<file path="config.mk">
export PLATFORM = sky130hd
export DESIGN_NAME = uart_tx_piso
export DESIGN_NICKNAME = d
export VERILOG_FILES = /design/src/rtl/uart_tx_piso.sv
export SDC_FILE = /design/constraint.sdc
export NUM_CORES = 1
export LEC_CHECK = 0
export ABC_AREA = 1
export CAP_MARGIN = 15
export CORE_MARGIN = 4
export CORE_UTILIZATION = 45
export DETAILED_ROUTE_END_ITERATION = 10
export PLACE_DENSITY = 0.73
export RECOVER_POWER = 100
export REMOVE_ABC_BUFFERS = 1
export SYNTH_ARGS = -nofsm -noshare
export SYNTH_HDL_FRONTEND = slang
export SYNTH_SLANG_ARGS = --single-unit
</file>
<file path="constraint.sdc">
create_clock -name baud_clk -period 1.58 [get_ports baud_clk]
set_clock_uncertainty 0.2 [all_clocks]
set_input_delay 0.237 -clock baud_clk [delete_from_list [all_inputs] [get_ports baud_clk]]
set_output_delay 0.237 -clock baud_clk [all_outputs]
set_load 0.05 [all_outputs]
</file>
<file path="src/rtl/uart_tx_piso.sv">
// UART transmit frame shifter: start bit, DATA_WIDTH data bits LSB first, optional parity, stop bit.
// Build option: define UART_TX_TWO_STOP_EN to send two stop bits per frame.
module uart_tx_piso #(
    parameter int DATA_WIDTH = 8
) (
    input  logic                  baud_clk,
    input  logic                  reset_n,
    input  logic                  send,
    input  logic [DATA_WIDTH-1:0] reg_data,
    input  logic [1:0]            parity_type,
    input  logic                  parity_bit,
    output logic                  data_tx,
    output logic                  active_flag,
    output logic                  done_flag
);

    localparam int CW = (DATA_WIDTH > 1) ? $clog2(DATA_WIDTH) : 1;
    localparam logic [CW-1:0] LAST_BIT = CW'(DATA_WIDTH - 1);

    localparam logic [2:0] S_IDLE   = 3'd0;
    localparam logic [2:0] S_START  = 3'd1;
    localparam logic [2:0] S_DATA   = 3'd2;
    localparam logic [2:0] S_PARITY = 3'd3;
    localparam logic [2:0] S_STOP   = 3'd4;
    localparam logic [2:0] S_DONE   = 3'd5;

    logic [2:0]            r_state;
    logic [DATA_WIDTH-1:0] r_shift;
    logic [CW-1:0]         r_cnt;
    logic [1:0]            r_ptype;
    logic                  r_pbit;
    logic                  r_tx;
    logic                  r_active;
    logic                  r_done;
`ifdef UART_TX_TWO_STOP_EN
    logic                  r_stop2;
`endif

    logic [2:0]    w_state_next;
    logic [CW-1:0] w_cnt_next;
    logic          w_load;
    logic          w_par_en;
    logic          w_tx_next;
    logic          w_active_next;
    logic          w_done_next;

    // Parity slot only for odd (01) and even (10); 00 and 11 both mean none.
    assign w_par_en = r_ptype[0] ^ r_ptype[1];

    always_comb begin
        w_state_next = r_state;
        w_cnt_next   = r_cnt;
        w_load       = 1'b0;
        case (r_state)
            S_IDLE: begin
                if (send) begin
                    w_state_next = S_START;
                    w_load       = 1'b1;
                end
            end
            S_START: begin
                w_state_next = S_DATA;
                w_cnt_next   = '0;
            end
            S_DATA: begin
                if (r_cnt == LAST_BIT) begin
                    w_state_next = w_par_en ? S_PARITY : S_STOP;
                end else begin
                    w_cnt_next = r_cnt + CW'(1);
                end
            end
            S_PARITY: w_state_next = S_STOP;
            S_STOP: begin
`ifdef UART_TX_TWO_STOP_EN
                w_state_next = r_stop2 ? S_DONE : S_STOP;
`else
                w_state_next = S_DONE;
`endif
            end
            S_DONE: begin
                if (send) begin
                    w_state_next = S_START;
                    w_load       = 1'b1;
                end else begin
                    w_state_next = S_IDLE;
                end
            end
            default: w_state_next = S_IDLE;
        endcase
    end

    // Outputs are registered from the next state, so each state's line level appears on its own cycle.
    always_comb begin
        w_tx_next     = 1'b1;
        w_active_next = 1'b0;
        w_done_next   = 1'b0;
        case (w_state_next)
            S_START: begin
                w_tx_next     = 1'b0;
                w_active_next = 1'b1;
            end
            S_DATA: begin
                w_tx_next     = r_shift[0];
                w_active_next = 1'b1;
            end
            S_PARITY: begin
                w_tx_next     = r_pbit;
                w_active_next = 1'b1;
            end
            S_STOP:  w_active_next = 1'b1;
            S_DONE:  w_done_next   = 1'b1;
            default: w_tx_next     = 1'b1;
        endcase
    end

    always_ff @(posedge baud_clk) begin
        if (reset_n) begin
            r_state  <= S_IDLE;
            r_shift  <= '0;
            r_cnt    <= '0;
            r_ptype  <= 2'b00;
            r_pbit   <= 1'b0;
            r_tx     <= 1'b1;
            r_active <= 1'b0;
            r_done   <= 1'b0;
`ifdef UART_TX_TWO_STOP_EN
            r_stop2  <= 1'b0;
`endif
        end else begin
            r_state  <= w_state_next;
            r_cnt    <= w_cnt_next;
            r_tx     <= w_tx_next;
            r_active <= w_active_next;
            r_done   <= w_done_next;
`ifdef UART_TX_TWO_STOP_EN
            r_stop2  <= (r_state == S_STOP) && !r_stop2;
`endif
            if (w_load) begin
                r_shift <= reg_data;
                r_ptype <= parity_type;
                r_pbit  <= parity_bit;
            end else if (w_state_next == S_DATA) begin
                r_shift <= r_shift >> 1;
            end
        end
    end

    assign data_tx     = r_tx;
    assign active_flag = r_active;
    assign done_flag   = r_done;

endmodule

</file>
==> metrics.cfg <==
[layout]
drive_gt1_frac=0.2403
finalNetCount=172
antennaDiodeCount=0
areaGrowthSynthToFinish_pct=33.29
final_cell_count_no_fill=181

[global_route]
grt_max_degree=21
grt_pass1_vias=899
antenna_found_initial=0
grt_use_total=0.1723
grt_pass1_wl_mm=3.698
grt_overflow_total=0

[yosys]
yosysSeqAreaShare=0.4211
synth_cells=130
avgSynthCellArea_um2=7.315
yosysTopAreaCellShare=0.4211
syn_area_um2=950.9
yosysUniqueCellTypes=20
synthTopCellsByArea=dfxtp_1, nand2_1, a21oi_1
ys_warn_count=0
yosys.area.top_type=dfxtp_1
ys_seq_elements=20

[detailed_routing]
wirelength_mm=2.249
routedWlPerCell_um=12.43
vias_per_cell=5.149
num_vias=932
drc=0
ant_nets=0
drt-initial-drc-count=35
drtPass1Iterations=4

[floorplan]
core_region_area_mm2=0.001982
die_w_um=53.97
rows=16
io_pins=17
die_y_um=53.97
die-area_mm2=0.002913
start_util=0.4798

[power]
finalPower_mw=1.313
p_per_area_mw_per_mm2=1036
peakVddDrop_mv=0.5217
p_sw_mw=0.4656
seq_power_share=0.473
switching_share=0.3545
power.internal_mw=0.8477
cellLeakagePower_nw=0.5377
comb_power_share=0.343
clkPwrFrac=0.184

[worst_hold_path]
hold_path_end=r_pbit
hold_depth=2
hold_start=r_pbit
hold_path_class=reg2reg

[sta]
fmax_ghz=0.6513
rsz0062_at_grt=yes
hold_viol=0
min_period_over_period=0.9717
relSlewSlack=0.8037
setup_viol=0
drv_slew=0
fin_crit_ps=1535
worst_pin_slew_ps=294.2

[clocking]
clockBufferDepth=2
root_buffer=clkbuf_4
clk_latency_ps=300
postCtsSetupBuffers=0
cts_hold_buf=0
ctsHtreeMaxLevel=1
cts_tree=built
cts_sinks=20
cts_buffers=3
path_clk_slew_ps=110

[placement]
place_congestion=0.7728
port_buffers=16
hpwl_mm=1.553
placedCellCount=177

[worst_setup_path]
endpoint_kind=flop
regToRegSetupSlack_ps=40
cp_max_fo=7
r2r.worst_path.cells=8
worstSetupPathType=reg2reg
start_kind=flop
regToRegStartpoint=r_cnt[1]
worstPathArrival_ps=1580
cp.required_ps=1620
r2r_end=r_shift[3]

[run]
cap_violations=0

[outcome]
status=complete, no violations

sequential cells by signal (all words and copies together), names as in the netlist:
register / cells
r_pbit: 1
data_tx: 1
r_shift: 8
active_flag: 1
r_ptype: 2
done_flag: 1
r_cnt: 3
r_state: 3
worst max path at each step:
stage,startpoint,end,depth (start not counted)
6_report,r_cnt[1],r_shift[3],8
5_1_grt,r_cnt[1],r_shift[3],8
4_1_cts,r_cnt[0],r_shift[0],8
3_5_place_dp,send,r_shift[0],8
3_3_place_gp,send,r_shift[0],8
2_1_floorplan,r_cnt[0],r_cnt[1],8
power by group through the flow:
stage	clock, mW	combinational (mW)	sequential (mW)
after floorplan	0	0.233	0.643
after global placement	0	0.404	0.622
after detailed placement	0	0.416	0.625
after CTS	0.246	0.439	0.614
after global routing	0.268	0.503	0.629
final	0.242	0.451	0.621
worst max-delay path: stages, from the launching register on:
cell      delay (ps)
dfxtp_2          360
ha_4             160
ha_4             160
inv_4             60
nand3_4          120
buf_6            160
nand3b_1          80
nand2_1           60
a21oi_2          120
metrics by stage:
stage	util	hold WS, ps	TNS [ps]	setup slack (ps)	area [um^2]
floorplan	-	106.1	-36.96	-18.48	920.9
detailed placement	0.6080	259.9	-1946	-224.1	1205
global placement	0.6080	240.3	-1095	-148.5	1205
finish	0.6395	277.3	0	44.64	1267
CTS	0.6326	277.5	-3.062	-3.062	1254
global route	0.6395	316.3	-64.41	-43.47	1267
synth_stat cells, drive strengths merged:
cell and number:
and2 1, ha 2, nand3b 1, nand4 3, buf 2, nor3 1, nand3 13, clkbuf 2
nor2 14, a21oi 14, inv 15, o21ai 13, dfxtp 20, nand2 28, a31oi 1
placed cells by master (no fill, tap or decap):
cell,n
inv_1,12
nand3_4,1
inv_2,2
nand3_2,2
clkbuf_2,3
buf_4,7
nand2_1,24
nor2_1,11
a21oi_2,3
nand3b_1,1
clkbuf_4,3
nand4_1,3
a21oi_1,11
nand2_4,2
buf_6,1
nand3_1,10
and2_1,1
nand2_2,2
nor2_2,2
nor3_1,1
o21ai_0,13
inv_4,1
nor2_4,1
dfxtp_1,16
a31oi_1,1
nand2_8,1
ha_4,2
dfxtp_2,4
clkdlybuf4s50_1,13
layer usage:
layer / up-vias / wire length (um) / part of all wire / global-route usage
met5: - / 0 / 0 / 0
met1: 432 / 1001 / 0.45 / 0.2000
li1: 476 / - / - / -
met2: 22 / 1133 / 0.50 / 0.3085
met4: 0 / 14 / 0.0062 / 0.06224
met3: 2 / 100 / 0.044 / 0.03601
kinds of logic (layout without fill, tap and decap cells):
| kind of cell | after synthesis | in the layout | synth area share |
|---|---|---|---|
| flops | 20 | 20 | 0.4210 |
| fa+ha+maj | 2 | 2 | 0.02631 |
| compound gates | 28 | 28 | 0.1487 |
| simple gates | 61 | 62 | 0.3132 |
| buf+inv | 19 | 42 | 0.09080 |
final cells by class:
class	count	area, um^2
clock buffers	3	22.52
fillers	158	714.4
inverters	15	58.81
multi-input cells	92	538.0
flip-flops and latches	20	405.4
well taps	27	33.78
repair buffers	24	209.0
repair_timing:
item / 4_1_cts / 5_1_grt
pin swaps: 1 / 4
endpoints found under the hold margin: 0 / 0
gates resized for setup: 5 / 15
gates cloned: 1 / 0
setup endpoints to repair: 5 / 14
Power figures use the tool's default switching activity.
